==> config.mk <==
export PLATFORM = sky130hd
export DESIGN_NAME = mir_sequencer_flat
export DESIGN_NICKNAME = d
export VERILOG_FILES = /design/src/rtl/mir_pkg.sv /design/src/rtl/mir_sequencer_if.sv /design/src/rtl/mir_next_addr.sv /design/src/rtl/mir_sequencer.sv /design/src/flat_wrapper.sv
export SDC_FILE = /design/constraint.sdc
export NUM_CORES = 1
export LEC_CHECK = 0
export BUFFER_PORTS_ARGS = -buffer_cell sky130_fd_sc_hd__buf_4
export CAP_MARGIN = 10
export CELL_PAD_IN_SITES_DETAIL_PLACEMENT = 0
export CELL_PAD_IN_SITES_GLOBAL_PLACEMENT = 1
export CORE_AREA = 5 5 108 85
export DETAILED_ROUTE_END_ITERATION = 8
export DIE_AREA = 0 0 113 90
export HOLD_SLACK_MARGIN = 0.03
export PLACE_DENSITY_LB_ADDON = 0.1
export SYNTH_ARGS = -nofsm -noshare
export SYNTH_HDL_FRONTEND = slang
export SYNTH_SLANG_ARGS = --single-unit
export TNS_END_PERCENT = 5
==> constraint.sdc <==
create_clock -name MIRSEQ_CLOCK_50 -period 2.4 [get_ports MIRSEQ_CLOCK_50]
set_input_delay 0.24 -clock MIRSEQ_CLOCK_50 [delete_from_list [all_inputs] [get_ports MIRSEQ_CLOCK_50]]
set_output_delay 0.24 -clock MIRSEQ_CLOCK_50 [all_outputs]
set_load 0.01 [all_outputs]
==> src/rtl/mir_pkg.sv <==
// Shared definitions for the microprogram sequencer: field widths, microword
// layout offsets, condition encodings and the decode-address formatter.
package mir_pkg;

    localparam int REG_BUS_WIDTH       = 6;
    localparam int ALU_BUS_WIDTH       = 4;
    localparam int COND_BUS_WIDTH      = 3;
    localparam int JUMP_ADDR_BUS_WIDTH = 11;
    localparam int MIR_BUS_WIDTH       = 3*REG_BUS_WIDTH + ALU_BUS_WIDTH + COND_BUS_WIDTH
                                         + JUMP_ADDR_BUS_WIDTH + 5;

    localparam logic [JUMP_ADDR_BUS_WIDTH-1:0] TRAP_VECTOR_DEFAULT = 11'h7F0;

    // Microword layout, MSB to LSB: A, AMUX, B, BMUX, C, CMUX, RD, WR, ALU, COND, JUMP_ADDR
    localparam int JUMP_LSB = 0;
    localparam int COND_LSB = JUMP_LSB + JUMP_ADDR_BUS_WIDTH;
    localparam int ALU_LSB  = COND_LSB + COND_BUS_WIDTH;
    localparam int WR_BIT   = ALU_LSB + ALU_BUS_WIDTH;
    localparam int RD_BIT   = WR_BIT + 1;
    localparam int CMUX_BIT = RD_BIT + 1;
    localparam int C_LSB    = CMUX_BIT + 1;
    localparam int BMUX_BIT = C_LSB + REG_BUS_WIDTH;
    localparam int B_LSB    = BMUX_BIT + 1;
    localparam int AMUX_BIT = B_LSB + REG_BUS_WIDTH;
    localparam int A_LSB    = AMUX_BIT + 1;

    typedef enum logic [COND_BUS_WIDTH-1:0] {
        COND_NEXT   = 3'b000,
        COND_N      = 3'b001,
        COND_Z      = 3'b010,
        COND_V      = 3'b011,
        COND_C      = 3'b100,
        COND_IR13   = 3'b101,
        COND_JUMP   = 3'b110,
        COND_DECODE = 3'b111
    } cond_e;

    // Dispatch address {1, op, op3, 00}, zero-extended to the microaddress width
    function automatic logic [JUMP_ADDR_BUS_WIDTH-1:0] decode_addr(input logic [1:0] op,
                                                                   input logic [5:0] op3);
        logic [JUMP_ADDR_BUS_WIDTH-1:0] addr;
        addr       = '0;
        addr[10:0] = {1'b1, op, op3, 2'b00};
        return addr;
    endfunction

endpackage

==> src/rtl/mir_sequencer_if.sv <==
// Datapath-facing bundle of the sequencer: control inputs, control-store port
// and the sliced microinstruction fields.
interface mir_sequencer_if;
    import mir_pkg::*;

    logic                           MIRSEQ_STALL_InHigh;
    logic                           MIRSEQ_TRAP_InHigh;
    logic [3:0]                     MIRSEQ_FLAGS_IN;
    logic [31:0]                    MIRSEQ_IR_IN;
    logic [MIR_BUS_WIDTH-1:0]       MIRSEQ_ROM_DATA_IN;
    logic [JUMP_ADDR_BUS_WIDTH-1:0] MIRSEQ_ROM_ADDR_OUT;
    logic [JUMP_ADDR_BUS_WIDTH-1:0] MIRSEQ_MPC_OUT;
    logic                           MIRSEQ_VALID_OUT;
    logic [REG_BUS_WIDTH-1:0]       MIRSEQ_A_OUT;
    logic [REG_BUS_WIDTH-1:0]       MIRSEQ_B_OUT;
    logic [REG_BUS_WIDTH-1:0]       MIRSEQ_C_OUT;
    logic                           MIRSEQ_AMUX_OUT;
    logic                           MIRSEQ_BMUX_OUT;
    logic                           MIRSEQ_CMUX_OUT;
    logic                           MIRSEQ_RD_OUT;
    logic                           MIRSEQ_WR_OUT;
    logic [ALU_BUS_WIDTH-1:0]       MIRSEQ_ALU_OUT;
    logic [COND_BUS_WIDTH-1:0]      MIRSEQ_COND_OUT;
    logic [JUMP_ADDR_BUS_WIDTH-1:0] MIRSEQ_JUMP_ADDR_OUT;

    modport master (
        output MIRSEQ_STALL_InHigh, MIRSEQ_TRAP_InHigh, MIRSEQ_FLAGS_IN, MIRSEQ_IR_IN,
               MIRSEQ_ROM_DATA_IN,
        input  MIRSEQ_ROM_ADDR_OUT, MIRSEQ_MPC_OUT, MIRSEQ_VALID_OUT,
               MIRSEQ_A_OUT, MIRSEQ_B_OUT, MIRSEQ_C_OUT,
               MIRSEQ_AMUX_OUT, MIRSEQ_BMUX_OUT, MIRSEQ_CMUX_OUT, MIRSEQ_RD_OUT, MIRSEQ_WR_OUT,
               MIRSEQ_ALU_OUT, MIRSEQ_COND_OUT, MIRSEQ_JUMP_ADDR_OUT
    );

    modport slave (
        input  MIRSEQ_STALL_InHigh, MIRSEQ_TRAP_InHigh, MIRSEQ_FLAGS_IN, MIRSEQ_IR_IN,
               MIRSEQ_ROM_DATA_IN,
        output MIRSEQ_ROM_ADDR_OUT, MIRSEQ_MPC_OUT, MIRSEQ_VALID_OUT,
               MIRSEQ_A_OUT, MIRSEQ_B_OUT, MIRSEQ_C_OUT,
               MIRSEQ_AMUX_OUT, MIRSEQ_BMUX_OUT, MIRSEQ_CMUX_OUT, MIRSEQ_RD_OUT, MIRSEQ_WR_OUT,
               MIRSEQ_ALU_OUT, MIRSEQ_COND_OUT, MIRSEQ_JUMP_ADDR_OUT
    );

endinterface

==> src/rtl/mir_next_addr.sv <==
// Combinational next-microaddress selection: reset/bubble, stall hold, trap,
// then condition evaluation, decode dispatch or increment.
module mir_next_addr
    import mir_pkg::*;
#(
    parameter logic [JUMP_ADDR_BUS_WIDTH-1:0] TRAP_VECTOR = TRAP_VECTOR_DEFAULT
) (
    input  logic                           rst,
    input  logic                           valid,
    input  logic                           stall,
    input  logic                           trap,
    input  logic [JUMP_ADDR_BUS_WIDTH-1:0] mpc,
    input  cond_e                          cond,
    input  logic [JUMP_ADDR_BUS_WIDTH-1:0] jump,
    input  logic [3:0]                     flags,
    input  logic [1:0]                     ir_op,
    input  logic [5:0]                     ir_op3,
    input  logic                           ir_b13,
    output logic [JUMP_ADDR_BUS_WIDTH-1:0] next
);

    logic taken;

    always_comb begin
        taken = 1'b0;
        case (cond)
            COND_N:    taken = flags[3];
            COND_Z:    taken = flags[2];
            COND_V:    taken = flags[1];
            COND_C:    taken = flags[0];
            COND_IR13: taken = ir_b13;
            COND_JUMP: taken = 1'b1;
            default:   taken = 1'b0;
        endcase

        // An empty MIR always refetches address 0, even while stalled
        if (rst || !valid)              next = '0;
        else if (stall)                 next = mpc;
        else if (trap)                  next = TRAP_VECTOR;
        else if (cond == COND_DECODE)   next = decode_addr(ir_op, ir_op3);
        else if (taken)                 next = jump;
        else                            next = mpc + 1'b1;
    end

endmodule

==> src/rtl/mir_sequencer.sv <==
// Microprogram sequencer: MPC/MIR/VALID registers, control-store fetch and
// slicing of the registered microword into datapath control fields.
module mir_sequencer
    import mir_pkg::*;
#(
    parameter logic [JUMP_ADDR_BUS_WIDTH-1:0] TRAP_VECTOR = TRAP_VECTOR_DEFAULT
) (
    input  logic          MIRSEQ_CLOCK_50,
    input  logic          MIRSEQ_RESET_InHigh,
    mir_sequencer_if.slave bus
);

    logic [JUMP_ADDR_BUS_WIDTH-1:0] mpc;
    logic [JUMP_ADDR_BUS_WIDTH-1:0] next;
    logic [MIR_BUS_WIDTH-1:0]       mir;
    logic                           valid;
    logic [31:0]                    ir;
    logic                           unused_ir;

    assign ir        = bus.MIRSEQ_IR_IN;
    assign unused_ir = ^{ir[29:25], ir[18:14], ir[12:0]};

    mir_next_addr #(.TRAP_VECTOR(TRAP_VECTOR)) u_next_addr (
        .rst    (MIRSEQ_RESET_InHigh),
        .valid  (valid),
        .stall  (bus.MIRSEQ_STALL_InHigh),
        .trap   (bus.MIRSEQ_TRAP_InHigh),
        .mpc    (mpc),
        .cond   (cond_e'(mir[COND_LSB +: COND_BUS_WIDTH])),
        .jump   (mir[JUMP_LSB +: JUMP_ADDR_BUS_WIDTH]),
        .flags  (bus.MIRSEQ_FLAGS_IN),
        .ir_op  (ir[31:30]),
        .ir_op3 (ir[24:19]),
        .ir_b13 (ir[13]),
        .next   (next)
    );

    always_ff @(posedge MIRSEQ_CLOCK_50) begin
        if (MIRSEQ_RESET_InHigh) begin
            mpc   <= '0;
            mir   <= '0;
            valid <= 1'b0;
        end else if (!bus.MIRSEQ_STALL_InHigh) begin
            mpc   <= next;
            mir   <= bus.MIRSEQ_ROM_DATA_IN;
            valid <= 1'b1;
        end
    end

    assign bus.MIRSEQ_ROM_ADDR_OUT  = next;
    assign bus.MIRSEQ_MPC_OUT       = mpc;
    assign bus.MIRSEQ_VALID_OUT     = valid;
    assign bus.MIRSEQ_A_OUT         = mir[A_LSB +: REG_BUS_WIDTH];
    assign bus.MIRSEQ_AMUX_OUT      = mir[AMUX_BIT];
    assign bus.MIRSEQ_B_OUT         = mir[B_LSB +: REG_BUS_WIDTH];
    assign bus.MIRSEQ_BMUX_OUT      = mir[BMUX_BIT];
    assign bus.MIRSEQ_C_OUT         = mir[C_LSB +: REG_BUS_WIDTH];
    assign bus.MIRSEQ_CMUX_OUT      = mir[CMUX_BIT];
    assign bus.MIRSEQ_RD_OUT        = mir[RD_BIT];
    assign bus.MIRSEQ_WR_OUT        = mir[WR_BIT];
    assign bus.MIRSEQ_ALU_OUT       = mir[ALU_LSB +: ALU_BUS_WIDTH];
    assign bus.MIRSEQ_COND_OUT      = mir[COND_LSB +: COND_BUS_WIDTH];
    assign bus.MIRSEQ_JUMP_ADDR_OUT = mir[JUMP_LSB +: JUMP_ADDR_BUS_WIDTH];

endmodule

==> src/flat_wrapper.sv <==
// flat-port wrapper written by rule: the top's interface ports become plain ports
module mir_sequencer_flat import mir_pkg::*;
#(
    parameter logic [JUMP_ADDR_BUS_WIDTH-1:0] TRAP_VECTOR = TRAP_VECTOR_DEFAULT
)
  (MIRSEQ_CLOCK_50, MIRSEQ_RESET_InHigh, bus_MIRSEQ_STALL_InHigh, bus_MIRSEQ_TRAP_InHigh, bus_MIRSEQ_FLAGS_IN, bus_MIRSEQ_IR_IN, bus_MIRSEQ_ROM_DATA_IN, bus_MIRSEQ_ROM_ADDR_OUT, bus_MIRSEQ_MPC_OUT, bus_MIRSEQ_VALID_OUT, bus_MIRSEQ_A_OUT, bus_MIRSEQ_B_OUT, bus_MIRSEQ_C_OUT, bus_MIRSEQ_AMUX_OUT, bus_MIRSEQ_BMUX_OUT, bus_MIRSEQ_CMUX_OUT, bus_MIRSEQ_RD_OUT, bus_MIRSEQ_WR_OUT, bus_MIRSEQ_ALU_OUT, bus_MIRSEQ_COND_OUT, bus_MIRSEQ_JUMP_ADDR_OUT);
  mir_sequencer_if bus_i ();
  input  logic MIRSEQ_CLOCK_50;
  input  logic MIRSEQ_RESET_InHigh;
  input wire logic [$bits(bus_i.MIRSEQ_STALL_InHigh)-1:0] bus_MIRSEQ_STALL_InHigh;
  input wire logic [$bits(bus_i.MIRSEQ_TRAP_InHigh)-1:0] bus_MIRSEQ_TRAP_InHigh;
  input wire logic [$bits(bus_i.MIRSEQ_FLAGS_IN)-1:0] bus_MIRSEQ_FLAGS_IN;
  input wire logic [$bits(bus_i.MIRSEQ_IR_IN)-1:0] bus_MIRSEQ_IR_IN;
  input wire logic [$bits(bus_i.MIRSEQ_ROM_DATA_IN)-1:0] bus_MIRSEQ_ROM_DATA_IN;
  output wire logic [$bits(bus_i.MIRSEQ_ROM_ADDR_OUT)-1:0] bus_MIRSEQ_ROM_ADDR_OUT;
  output wire logic [$bits(bus_i.MIRSEQ_MPC_OUT)-1:0] bus_MIRSEQ_MPC_OUT;
  output wire logic [$bits(bus_i.MIRSEQ_VALID_OUT)-1:0] bus_MIRSEQ_VALID_OUT;
  output wire logic [$bits(bus_i.MIRSEQ_A_OUT)-1:0] bus_MIRSEQ_A_OUT;
  output wire logic [$bits(bus_i.MIRSEQ_B_OUT)-1:0] bus_MIRSEQ_B_OUT;
  output wire logic [$bits(bus_i.MIRSEQ_C_OUT)-1:0] bus_MIRSEQ_C_OUT;
  output wire logic [$bits(bus_i.MIRSEQ_AMUX_OUT)-1:0] bus_MIRSEQ_AMUX_OUT;
  output wire logic [$bits(bus_i.MIRSEQ_BMUX_OUT)-1:0] bus_MIRSEQ_BMUX_OUT;
  output wire logic [$bits(bus_i.MIRSEQ_CMUX_OUT)-1:0] bus_MIRSEQ_CMUX_OUT;
  output wire logic [$bits(bus_i.MIRSEQ_RD_OUT)-1:0] bus_MIRSEQ_RD_OUT;
  output wire logic [$bits(bus_i.MIRSEQ_WR_OUT)-1:0] bus_MIRSEQ_WR_OUT;
  output wire logic [$bits(bus_i.MIRSEQ_ALU_OUT)-1:0] bus_MIRSEQ_ALU_OUT;
  output wire logic [$bits(bus_i.MIRSEQ_COND_OUT)-1:0] bus_MIRSEQ_COND_OUT;
  output wire logic [$bits(bus_i.MIRSEQ_JUMP_ADDR_OUT)-1:0] bus_MIRSEQ_JUMP_ADDR_OUT;
  assign bus_i.MIRSEQ_STALL_InHigh = bus_MIRSEQ_STALL_InHigh;
  assign bus_i.MIRSEQ_TRAP_InHigh = bus_MIRSEQ_TRAP_InHigh;
  assign bus_i.MIRSEQ_FLAGS_IN = bus_MIRSEQ_FLAGS_IN;
  assign bus_i.MIRSEQ_IR_IN = bus_MIRSEQ_IR_IN;
  assign bus_i.MIRSEQ_ROM_DATA_IN = bus_MIRSEQ_ROM_DATA_IN;
  assign bus_MIRSEQ_ROM_ADDR_OUT = bus_i.MIRSEQ_ROM_ADDR_OUT;
  assign bus_MIRSEQ_MPC_OUT = bus_i.MIRSEQ_MPC_OUT;
  assign bus_MIRSEQ_VALID_OUT = bus_i.MIRSEQ_VALID_OUT;
  assign bus_MIRSEQ_A_OUT = bus_i.MIRSEQ_A_OUT;
  assign bus_MIRSEQ_B_OUT = bus_i.MIRSEQ_B_OUT;
  assign bus_MIRSEQ_C_OUT = bus_i.MIRSEQ_C_OUT;
  assign bus_MIRSEQ_AMUX_OUT = bus_i.MIRSEQ_AMUX_OUT;
  assign bus_MIRSEQ_BMUX_OUT = bus_i.MIRSEQ_BMUX_OUT;
  assign bus_MIRSEQ_CMUX_OUT = bus_i.MIRSEQ_CMUX_OUT;
  assign bus_MIRSEQ_RD_OUT = bus_i.MIRSEQ_RD_OUT;
  assign bus_MIRSEQ_WR_OUT = bus_i.MIRSEQ_WR_OUT;
  assign bus_MIRSEQ_ALU_OUT = bus_i.MIRSEQ_ALU_OUT;
  assign bus_MIRSEQ_COND_OUT = bus_i.MIRSEQ_COND_OUT;
  assign bus_MIRSEQ_JUMP_ADDR_OUT = bus_i.MIRSEQ_JUMP_ADDR_OUT;
  mir_sequencer #(.TRAP_VECTOR(TRAP_VECTOR)) u_core (.MIRSEQ_CLOCK_50(MIRSEQ_CLOCK_50), .MIRSEQ_RESET_InHigh(MIRSEQ_RESET_InHigh), .bus(bus_i));
endmodule
# After elaboration in Yosys (flattened, before gate mapping)
# Index checks and enable logic that the tools add are counted.
# W data, S select, Z words.
[word_totals]
ff_bits = 53
wordCells = 19
input_bits = 81
out_inout_bits = 64
[op_classes]
mux = 6
add_sub_neg = 1
n_eq_ne = 7
reduce_logical = 2
[op_table]
columns = ["cell", "count"]
rows = [
  ["$mux W11", 5],
  ["$eq A3 B3 Y1 const B", 4],
  ["$add A11 B1 Y11 const B", 1],
  ["$eq A3 B2 Y1 const B", 2],
  ["$pmux W1 S6", 1],
  ["$eq A3 B1 Y1 const B", 1],
  ["$logic_not A1 Y1", 1],
  ["$logic_or A1 B1 Y1", 1],
]

# Longest topological paths before layout
# Gate-level depths: netlist of run 1.
[logic_depth]
word_depth = 7
depth_mapped = 7
depth_no_buf = 6

# Modules after synthesis
# Synthesis of run 1 repeated with hierarchy kept, for this count alone.
[unflattened]
hier_cells = 265
hier_area_um2 = 2547.4
[modules_own_cells]
columns = ["mod", "instances", "cells_per_inst", "area_each_um2"]
rows = [
  ["mir_sequencer", 1, 171, 1896.8],
  ["mir_next_addr", 1, 94, 650.6],
]

# Least setup slack after synthesis of run 1
# No wires, ideal clock.
[synth_path]
path_kind = "register to output"
from = "reg u_core.mir[13]"
to = "out bus_MIRSEQ_ROM_ADDR_OUT[7]"
arrival_time_ns = 1.690
path_stages_with_launch = 7
path_buffers = 1
required_time_ns = 2.160
setup_slack_ns = 0.470
path_cell_list = "dfxtp_1 -> buf_6 -> mux2i_2 -> o211a_4 -> nor3_1 -> a211o_2 -> a221oi_2"
[synth_via]
elab_chain_len = 7
word_cells_on_any_way = 13
cone_classes = "7 x eq/ne; 6 x mux"
[synth_rtl]
columns = ["item", "line_no", "text"]
rows = [
  ["from (decl)", "mir_sequencer.sv:15", "logic [MIR_BUS_WIDTH-1:0] mir;"],
  ["from (signal assigned)", "mir_sequencer.sv:45", "mir <= bus.MIRSEQ_ROM_DATA_IN;"],
  ["$eq A3 B3 Y1 (tied with other cells)", "mir_next_addr.sv:26", "case (cond)"],
  ["$pmux W1 S6", "mir_next_addr.sv:26", ""],
  ["$mux W11", "mir_next_addr.sv:41", "else if (taken) next = jump;"],
  ["$mux W11 *", "mir_next_addr.sv:40", "else if (cond == COND_DECODE) next = decode_addr(ir_op, ir_op3);"],
  ["$mux W11 *", "mir_next_addr.sv:39", "else if (trap) next = TRAP_VECTOR;"],
  ["$mux W11 *", "mir_next_addr.sv:38", "else if (stall) next = mpc;"],
  ["$mux W11 *", "mir_next_addr.sv:37", "if (rst || !valid) next = '0;"],
  ["to (decl)", "flat_wrapper.sv:15", "output wire logic [$bits(bus_i.MIRSEQ_ROM_ADDR_OUT)-1:0] bus_MIRSEQ_ROM_ADDR_OUT;"],
]
# Every way passes the cells marked *; elsewhere a longest branch is shown, timed or not.

# Worst setup path in the final report of run 1
# Ends and elaborated chain as after synthesis.

==> impl_metrics.json, run 1 <==
{
  "io_pins": 145,
  "setup_viol": 0,
  "vias": 2462,
  "path_class": "flop to output pin",
  "synth.net_count": 364,
  "slew-limit-headroom_pct": 61.6,
  "first_iter_violations": 97,
  "area_growth_pct": 45.8,
  "hpwl_um": 6030,
  "max_freq_ghz": 0.433,
  "fin_cells": 509,
  "syn-cell-area_mm2": 0.00256,
  "wl_per_cell_um": 15.8,
  "grt_pass1_vias": 2389,
  "power.total_mw": 2.00,
  "syn_area_per_cell_um2": 9.08,
  "hp-class": "input pin to flop",
  "crit_slowest_cell": "dfxtp_4",
  "rsz0062_at_grt": "yes",
  "routed_wl_um": 8020,
  "synth_seq_area_share_pct": 41.4,
  "die_area_mm2": 0.0102,
  "tightestPinTransition_ns": 0.576,
  "p_per_area_mw_per_mm2": 536,
  "core_mm2": 0.00809,
  "start_util_pct": 31.7,
  "dp.cells": 497,
  "synth-xor-area-share_pct": 2.05,
  "fin_setup_tns_ns": 0,
  "synth_cell_types": 47,
  "worstSkewPairLatency_ns": 0.30,
  "antenna_cells": 0,
  "cts.sinks": 53,
  "cts_max_level": 2,
  "place.gp.congestion": 0.804,
  "cts-buffers-inserted": 5,
  "synth_ff_type": "dfxtp_1",
  "fin_worst_skew_ns": 0.0117,
  "die_w_um": 113,
  "design_area_mm2": 0.00373,
  "grt_first_pass_wirelength_um": 12800,
  "drc": 0,
  "synthArstFlopShare_pct": 0,
  "route.met2.wl_um": 3520,
  "maxCapViolations": 0,
  "die_y_um": 90,
  "route.met3.wl_um": 477,
  "peakVddDrop_mv": 0.236,
  "fin_nets": 482,
  "start_kind": "flop",
  "fin_crit_ns": 2.31,
  "cts.path.max_buffers": 2,
  "critPathRequiredTime_ns": 2.16,
  "synth_compound_area_share_pct": 15.3,
  "worstPathMaxFanout": 9,
  "worstSetupEndpointType": "output pin",
  "track_usage_pct": 15.3,
  "synth_seq_cells": 53,
  "final_antenna_net_count": 0,
  "drive_gt1_share_pct": 40.6,
  "top_layer_used": "met4",
  "synthSimpleGateAreaFrac_pct": 18.7,
  "whs_ns": 0.156,
  "p_leak_nw": 1.68,
  "drt_first_pass_iters": 4,
  "antenna_found_initial": 0,
  "worstPathCellList": "mux2i_4 -> o211a_4 -> nor3_1 -> a211o_2 -> a221oi_2 -> buf_4",
  "cp_data_arrival_time_ns": 2.07,
  "wl_met1_um": 3970,
  "overflow": 0,
  "muxShareOfSynthArea_pct": 17.3,
  "path_clk_slew_ns": 0.10,
  "yosysWarnings": 0,
  "max_stage_delay_ns": 0.43,
  "dpl_cell_area_mm2": 0.00355,
  "synth_edf_count": 0,
  "cts_tree": "built",
  "synth_fa_ha_area_share_pct": 0.489,
  "vias_per_cell": 4.84,
  "hold_viol_final": 0,
  "fin_crit_sh_pct": 96.3,
  "rows": 29,
  "status": "finished clean",
  "cts-root-buf": "clkbuf_8",
  "synth_top_family_by_area": "simple AND/OR/NAND/NOR gates",
  "report.final.slew_viol_count": 0,
  "netlist_instances": 282,
  "numPortBuffers": 121,
  "grt_max_degree": 35
}
state kept, by name, indices dropped and copies added, names as in the netlist:
| signal | count |
|---|---|
| u_core.bus.MIRSEQ_MPC_OUT | 11 |
| u_core.bus.MIRSEQ_VALID_OUT | 1 |
| u_core.mir | 41 |
cell families (layout without fill, tap and decap cells):
| group | Yosys count | in the layout |
|---|---|---|
| compound gates | 52 | 52 |
| xor+xnor | 6 | 6 |
| fa+ha+maj | 1 | 1 |
| buf+inv | 24 | 143 |
| flops | 53 | 53 |
| mux | 44 | 44 |
| simple gates | 102 | 102 |
worst paths after layout:
check | startpoint | endpoint | cells past startpoint | slack [ns]
max | u_core.mir[13] | bus_MIRSEQ_ROM_ADDR_OUT[7] | 6 | 0.09
min | bus_MIRSEQ_ROM_DATA_IN[10] | u_core.mir[10] | 3 | 0.16
max reg2reg | u_core.mir[13] | u_core.bus.MIRSEQ_MPC_OUT[10] | 6 | 0.64
min reg2reg | u_core.mir[34] | u_core.mir[34] | 2 | 0.50
where the power goes:
part           internal, mW  switching, mW
registers             0.927         0.0438
clock network         0.313          0.307
logic                 0.219          0.192
total                  1.46          0.543
cells in the final DEF (no fill, tap or decap), drive strengths merged, types with 6 or more instances in the layout:
| master | count |
|---|---|
| buf | 132 |
| dfxtp | 53 |
| nor2 | 48 |
| mux2i | 44 |
| nand2 | 16 |
| a21oi | 12 |
| o21ai | 11 |
| nor3 | 9 |
| nand3 | 9 |
| o22ai | 6 |
layout make-up:
class	instances	area, um2
flip-flops and latches	53	1070
clock buffers	5	68.8
repair buffers	132	991
fillers	807	4360
inverters	3	11.3
clock inverters	3	46.3
well taps	108	135
multi-input cells	205	1410
Yosys cell counts, types with 2 or more instances:
library cell / count / area, um2
a211oi_1: 3 / 22.5
a21oi_1: 12 / 60.1
a221oi_1: 2 / 17.5
a221oi_2: 2 / 30.0
buf_2: 6 / 30.0
buf_4: 2 / 15.0
buf_6: 2 / 22.5
clkbuf_1: 11 / 41.3
dfxtp_1: 53 / 1060
inv_1: 3 / 11.3
mux2i_1: 43 / 430
nand2_1: 15 / 56.3
nand2b_1: 3 / 18.8
nand3_1: 8 / 40.0
nand4_1: 2 / 12.5
nor2_1: 46 / 173
nor2_2: 2 / 12.5
nor2b_1: 2 / 12.5
nor3_1: 9 / 45.0
o211ai_1: 3 / 22.5
o21ai_0: 11 / 55.1
o22ai_1: 6 / 37.5
o31ai_1: 2 / 15.0
or2_2: 3 / 18.8
or3_1: 5 / 31.3
xnor2_1: 5 / 43.8
metrics by stage:
stage / worst slack [ns] / utilization (%)
floorplan: 0.470 / -
global placement: 0.238 / 43.9
detailed placement: 0.234 / 43.9
CTS: 0.0164 / 45.4
global route: -0.0167 / 46.1
finish: 0.0894 / 46.1
layer usage:
layer,vias up,GRT usage [%]
met5,-,0
met4,0,2.90
met3,4,3.76
met2,70,23.5
met1,1144,21.9
li1,1244,-
worst max-delay path: cells and delay by family, from the launching register on:
kind | cells | cell delay [ns]
compound gates | 3 | 0.80
buf+inv | 1 | 0.16
flops | 1 | 0.43
mux | 1 | 0.30
simple gates | 1 | 0.07
what timing repair did:
action	4_1_cts	5_1_grt
setup buffers	0	4
resized for setup	3	8
pin swaps	1	2
gates cloned	0	0
hold buffers	0	0
setup endpoints to repair	6	7
Power figures use the tool's default switching activity.
==> run 2, diff against run 1 <==
--- a/config.mk
+++ b/config.mk
@@ -5,13 +5,14 @@
 export SDC_FILE = /design/constraint.sdc
 export NUM_CORES = 1
 export LEC_CHECK = 0
+export ABC_AREA = 1
 export BUFFER_PORTS_ARGS = -buffer_cell sky130_fd_sc_hd__buf_4
 export CAP_MARGIN = 10
 export CELL_PAD_IN_SITES_DETAIL_PLACEMENT = 0
 export CELL_PAD_IN_SITES_GLOBAL_PLACEMENT = 1
-export CORE_AREA = 5 5 108 85
+export CORE_AREA = 5 5 110 86
 export DETAILED_ROUTE_END_ITERATION = 8
-export DIE_AREA = 0 0 113 90
+export DIE_AREA = 0 0 115 91
 export HOLD_SLACK_MARGIN = 0.03
 export PLACE_DENSITY_LB_ADDON = 0.1
 export SYNTH_ARGS = -nofsm -noshare
==> run 2 against run 1 <==
  * Non-clock buffer count fell by 5
  * Routed wire length rose by 5.4%
  * Sequential share of layout area rose by 0.73 points
  * First-iteration DRC count rose by 33%
  * Fmax rose by 4.5%
  * Largest cell class unchanged
  * Largest power group unchanged
==> impl_metrics.json, run 2 <==
{
  "status": "finished clean",
  "r2r-start": "u_core.mir[13]",
  "synthArstFlopShare_pct": 0,
  "synth_ff_type": "dfxtp_1",
  "timing.rr.end": "u_core.bus.MIRSEQ_MPC_OUT[3]",
  "cts.path.max_buffers": 2,
  "power.total_mw": 1.94,
  "top_register": "u_core.mir",
  "worstSetupEndpointType": "output pin",
  "tightestPinTransition_ns": 0.722,
  "hp-class": "input pin to flop",
  "overflow": 0,
  "vias_per_cell": 4.71,
  "max_stage_delay_ns": 0.39,
  "crit_family": "simple AND/OR/NAND/NOR gates",
  "drc": 0,
  "cts_tree": "built",
  "p_leak_nw": 1.70,
  "design_area_mm2": 0.00364,
  "crit_top_cell": "nand2_1",
  "rsz0062_at_grt": "yes",
  "synth_seq_area_share_pct": 42.6,
  "numPortBuffers": 121,
  "worstSkewPairLatency_ns": 0.31,
  "hpwl_um": 5960,
  "yosysWarnings": 0,
  "synth_top_area_cell": "dfxtp_1",
  "hold_buffers": 0,
  "maxCapViolations": 0,
  "die_w_um": 115,
  "yosysMostFrequentCell": "nor2_1",
  "core_mm2": 0.00827,
  "hold_viol_final": 0,
  "final_antenna_net_count": 0,
  "synth_edf_count": 0,
  "ff2ff_path_depth": 7,
  "area_growth_pct": 46.2,
  "worstPathCellList": "ha_4 -> nand2_1 -> nor2_4 -> nand3_2 -> nor2_2 -> nand3_1 -> nand2_1 -> nand2_1 -> o21ai_2 -> nand2_2 -> a21oi_2 -> buf_4",
  "die_y_um": 91,
  "grt_pass1_vias": 2568,
  "start_kind": "flop",
  "rows": 29,
  "dp_slack_ns": 0.384,
  "peakVddDrop_mv": 0.240,
  "largest_reg_flops": 41,
  "cts-root-buf": "clkbuf_8",
  "final_common_cell": "buf_4",
  "grt_first_pass_wirelength_um": 13000,
  "critPathRequiredTime_ns": 2.16,
  "slew-limit-headroom_pct": 51.8,
  "synth.net_count": 437,
  "cts.sinks": 53,
  "cts-buffers-inserted": 5,
  "setup_viol": 0,
  "netlist_instances": 355,
  "vias": 2725,
  "synth_area_leaders": "dfxtp_1 43%, nor2_1 13%, o21ai_0 9.2%",
  "p_per_area_mw_per_mm2": 532,
  "timing.critical_path.depth": 12,
  "seqCellArea_mm2": 0.00107,
  "fillerInstances": 911,
  "layout_setup_ws_ns": 0.189,
  "cp.buffers_inverters": 1,
  "cts_max_level": 2,
  "startpoint": "u_core.bus.MIRSEQ_MPC_OUT[1]",
  "antenna_found_initial": 0,
  "fin_crit_ns": 2.21,
  "synth_seq_cells": 53,
  "crit_slowest_cell": "dfxtp_2",
  "worstPathMaxFanout": 4,
  "fin_worst_skew_ns": 0.0103,
  "fin_nets": 552,
  "fin_crit_sh_pct": 92.1,
  "path_class": "flop to output pin",
  "io_pins": 145,
  "mostFrequentLayoutCells": "127 x buf_4, 88 x nor2_1, 48 x dfxtp_1",
  "routed_wl_um": 8460,
  "cp_data_arrival_time_ns": 1.97,
  "crit_end": "bus_MIRSEQ_ROM_ADDR_OUT[10]",
  "drive_gt1_share_pct": 35.9,
  "antenna_cells": 0,
  "max_freq_ghz": 0.452,
  "start_util_pct": 30.1,
  "wl_per_cell_um": 14.6,
  "ff2ff_setup_slack_ns": 0.76,
  "syn-cell-area_mm2": 0.00249,
  "synth.top_cell.area_share_pct": 42.6,
  "yosys-top-cells-count": "89 x nor2_1, 53 x dfxtp_1, 46 x o21ai_0, 38 x nand2_1, 33 x a21oi_1",
  "drt_first_pass_iters": 4,
  "place.gp.congestion": 0.782,
  "track_usage_pct": 15.4,
  "report.final.slew_viol_count": 0,
  "syn_area_per_cell_um2": 7.02,
  "first_iter_violations": 129,
  "path_clk_slew_ns": 0.10,
  "multi_input_area_mm2": 0.00130,
  "die_area_mm2": 0.0105,
  "dpl_cell_area_mm2": 0.00347,
  "synth_cell_types": 32,
  "grt_max_degree": 54
}
[run 2: metrics by stage]
| step | hold WS [ns] | TNS (ns) | instances | util (%) |
|---|---|---|---|---|
| 2_1_floorplan | 0.309 | 0 | 355 | - |
| 3_3_place_gp | 0.463 | 0 | 568 | 41.9 |
| 3_5_place_dp | 0.475 | 0 | 568 | 41.9 |
| 4_1_cts | 0.151 | 0 | 576 | 43.1 |
| 5_1_grt | 0.138 | -0.0202 | 579 | 44.1 |
| 6_report | 0.153 | 0 | 579 | 44.1 |
[run 2: layout make-up]
class	count	area share, %
multi-input combinational	258	35.6
timing repair buffer	127	26.2
inverter	25	2.57
clock buffer	6	2.27
sequential	53	29.4
clock inverter	2	0.378
tap	108	3.71
[run 2: metal layers]
| metal | up-vias | global-route usage, % | wire [um] |
|---|---|---|---|
| met3 | 7 | 5.05 | 702 |
| met1 | 1254 | 21.3 | 4050 |
| li1 | 1380 | - | - |
| met2 | 84 | 23.7 | 3650 |
| met5 | - | 0 | 0 |
| met4 | 0 | 2.64 | 61 |
[run 2: worst min-delay path by stage]
| stage | startpoint | end | cells past startpoint |
|---|---|---|---|
| finish | MIRSEQ_RESET_InHigh | u_core.bus.MIRSEQ_MPC_OUT[0] | 2 |
| global route | MIRSEQ_RESET_InHigh | u_core.bus.MIRSEQ_MPC_OUT[0] | 2 |
| CTS | bus_MIRSEQ_ROM_DATA_IN[16] | u_core.mir[16] | 3 |
| detailed placement | u_core.mir[16] | u_core.mir[16] | 2 |
| global placement | u_core.mir[22] | u_core.mir[22] | 2 |
| floorplan | MIRSEQ_RESET_InHigh | u_core.bus.MIRSEQ_MPC_OUT[0] | 1 |
[run 2: cell families after synthesis]
family | count (synthesis) | share of synthesized area (%)
and+or+nand+nor | 153 | 26.2
AOI/OAI and AO/OA | 96 | 20.6
DFF | 53 | 42.6
xor gates and xnor gates | 7 | 2.46
adders and majority gates | 1 | 0.502
buffers and inverters | 45 | 7.68
[run 2: worst reg2reg max path, cell delays in order, from the launching register on]
cell and delay (ns):
dfxtp_1 0.39, o21ai_2 0.34, nand3_4 0.23, nand2_1 0.19
nand3_1 0.13, nand2_1 0.08, nand3_1 0.08, a21oi_1 0.13
[run 2: timing repair]
action | in CTS | in global routing
gates resized for setup | 0 | 16
endpoints found under the hold margin | 0 | 0
endpoints found under the setup margin | 0 | 9
setup buffers | 0 | 2
[run 2: power by group]
| part | leakage (nW) | switching [mW] | internal [mW] |
|---|---|---|---|
| sequential | 0.441 | 0.0423 | 0.933 |
| combinational | 1.21 | 0.214 | 0.196 |
| clock | 0.0512 | 0.319 | 0.235 |
==> run 3, diff against run 2 <==
--- a/config.mk
+++ b/config.mk
@@ -10,9 +10,9 @@
 export CAP_MARGIN = 10
 export CELL_PAD_IN_SITES_DETAIL_PLACEMENT = 0
 export CELL_PAD_IN_SITES_GLOBAL_PLACEMENT = 1
-export CORE_AREA = 5 5 110 86
+export CORE_AREA = 3 3 108 84
 export DETAILED_ROUTE_END_ITERATION = 8
-export DIE_AREA = 0 0 115 91
+export DIE_AREA = 0 0 111 87
 export HOLD_SLACK_MARGIN = 0.03
 export PLACE_DENSITY_LB_ADDON = 0.1
 export SYNTH_ARGS = -nofsm -noshare
==> run 3 against run 2 <==
  * Clock power shrank 0.7%
  * Global-route usage grew 0.97 points
  * Power shrank 0.49%
  * Critical path depth is the same
  * Critical endpoint unchanged
==> impl_metrics.json, run 3 (synthesized netlist as in run 2, its figures left out) <==
{
  "status": "finished clean",
  "antenna_found_initial": 0,
  "cts-buffers-inserted": 5,
  "ff2ff_path_depth": 11,
  "cp_data_arrival_time_ns": 2.00,
  "hp-class": "input pin to flop",
  "tightestPinTransition_ns": 0.709,
  "drc": 0,
  "grt_first_pass_wirelength_um": 12900,
  "vias_per_cell": 4.69,
  "die_w_um": 111,
  "final_antenna_net_count": 0,
  "cts_max_level": 2,
  "worstPathCellList": "ha_4 -> nand2_4 -> nor2_4 -> nand3_2 -> nor2_1 -> nand3_1 -> nand2_1 -> nand2_1 -> o21ai_1 -> nand2_1 -> a21oi_1 -> buf_4",
  "timing.rr.end": "u_core.bus.MIRSEQ_MPC_OUT[10]",
  "maxCapViolations": 0,
  "antenna_cells": 0,
  "core_mm2": 0.00795,
  "drt_first_pass_iters": 4,
  "path_clk_slew_ns": 0.10,
  "crit_top_cell": "nand2_1",
  "first_iter_violations": 176,
  "max_stage_delay_ns": 0.39,
  "crit_slowest_cell": "dfxtp_4",
  "rows": 28,
  "r2r-start": "u_core.bus.MIRSEQ_MPC_OUT[1]",
  "worstSetupEndpointType": "output pin",
  "routed_wl_um": 8180,
  "grt_max_degree": 49,
  "drive_gt1_share_pct": 35.5,
  "fin_crit_ns": 2.24,
  "worstHoldEndpoint": "u_core.bus.MIRSEQ_MPC_OUT[2]",
  "path_class": "flop to output pin",
  "slew-limit-headroom_pct": 52.6,
  "io_pins": 145,
  "numPortBuffers": 121,
  "fin_nets": 552,
  "p_leak_nw": 1.72,
  "cts-root-buf": "clkbuf_8",
  "die_y_um": 87,
  "final_common_cell": "buf_4",
  "critPathRequiredTime_ns": 2.16,
  "die_area_mm2": 0.00966,
  "place.gp.congestion": 0.830,
  "start_kind": "flop",
  "worstPathMaxFanout": 4,
  "worstSkewPairLatency_ns": 0.30,
  "cts_tree": "built",
  "vias": 2701,
  "start_util_pct": 31.3,
  "wl_per_cell_um": 14.2,
  "rsz0062_at_grt": "yes",
  "report.final.slew_viol_count": 0,
  "area_growth_pct": 46.0,
  "min-delay-start": "MIRSEQ_RESET_InHigh",
  "ff2ff_setup_slack_ns": 0.79,
  "max_freq_ghz": 0.447,
  "cts.sinks": 53,
  "setup_viol": 0,
  "hpwl_um": 5730,
  "mostFrequentLayoutCells": "127 x buf_4, 89 x nor2_1, 47 x dfxtp_1",
  "grt_pass1_vias": 2577,
  "fin_worst_skew_ns": 0.00491,
  "peakVddDrop_mv": 0.248,
  "overflow": 0,
  "whs_ns": 0.159,
  "final_util_pct": 45.8,
  "cp.buffers_inverters": 1,
  "track_usage_pct": 16.4,
  "fin_crit_sh_pct": 93.2,
  "hold_viol_final": 0,
  "p_per_area_mw_per_mm2": 530,
  "cts.path.max_buffers": 2,
  "hold_depth": 2,
  "crit_family": "simple AND/OR/NAND/NOR gates",
  "top_register": "u_core.mir",
  "largest_reg_flops": 41
}
run 3: changes by cell type in the layout (fill, tap and decap cells not counted):
cell	change
nand2_2	-1
a21oi_2	-1
nor2_1	+1
o21ai_2	-1
nand2_4	+1
dfxtp_1	-1
o21ai_1	+1
a21oi_1	+1
dfxtp_4	+1
nor2_2	-1
run 3: layout make-up:
cell class                      count  area, um2
Fill cell                         840       4310
Multi-Input combinational cell    258       1290
Inverter                           25       93.8
Clock inverter                      2       13.8
Clock buffer                        6       82.6
Sequential cell                    53       1070
Timing Repair Buffer              127        953
Tap cell                          105        131
run 3: worst reg2reg max path: stages (launching register included):
cell and delay, ns:
dfxtp_4 0.39, ha_4 0.15, nand2_4 0.05, nor2_4 0.15, nand3_2 0.10, nor2_1 0.11
nand3_1 0.12, nand2_1 0.09, nand2_1 0.05, o21ai_1 0.12, nand2_1 0.08, a21oi_1 0.14
run 3: how the worst max path moves through the flow:
stage                            startpoint                          end  slack (ns)  cells after the start
2_1_floorplan  u_core.bus.MIRSEQ_MPC_OUT[0]  bus_MIRSEQ_ROM_ADDR_OUT[10]        0.58                     11
3_3_place_gp   u_core.bus.MIRSEQ_MPC_OUT[0]  bus_MIRSEQ_ROM_ADDR_OUT[10]        0.38                     12
3_5_place_dp   u_core.bus.MIRSEQ_MPC_OUT[0]  bus_MIRSEQ_ROM_ADDR_OUT[10]        0.38                     12
4_1_cts        u_core.bus.MIRSEQ_MPC_OUT[0]  bus_MIRSEQ_ROM_ADDR_OUT[10]        0.03                     12
5_1_grt        u_core.bus.MIRSEQ_MPC_OUT[0]  bus_MIRSEQ_ROM_ADDR_OUT[10]       -0.01                     12
6_report       u_core.bus.MIRSEQ_MPC_OUT[1]  bus_MIRSEQ_ROM_ADDR_OUT[10]        0.16                     12
run 3: power by group:
group	internal (mW)	switching [mW]
Combinational	0.195	0.212
Clock	0.235	0.315
Sequential	0.932	0.0406
run 3: repair_timing:
action	4_1_cts	5_1_grt
setup buffers	0	2
endpoints found under the setup margin	0	9
hold buffers	0	0
gates resized for setup	0	16
run 3: through the flow:
step | instances | setup TNS (ns) | worst slack [ns] | total power [mW] | area [um2]
after global routing | 576 | -0.0118 | -0.0118 | 2.05 | 3640
after CTS | 573 | 0 | 0.0310 | 1.95 | 3560
after floorplan | 355 | 0 | 0.582 | 1.19 | 2490
after global placement | 565 | 0 | 0.383 | 1.39 | 3460
final | 576 | 0 | 0.164 | 1.93 | 3640
after detailed placement | 565 | 0 | 0.385 | 1.40 | 3460
run 3: layer usage:
metal  vias up  GRT usage [%]  part of all wire (%)  routed length, um
met1      1229           21.4                    46               3740
met5         -              0                     0                  0
met4         0           3.69                  0.77                 63
met3         7           5.83                   9.3                758
li1       1379              -                     -                  -
met2        86           26.2                    44               3620
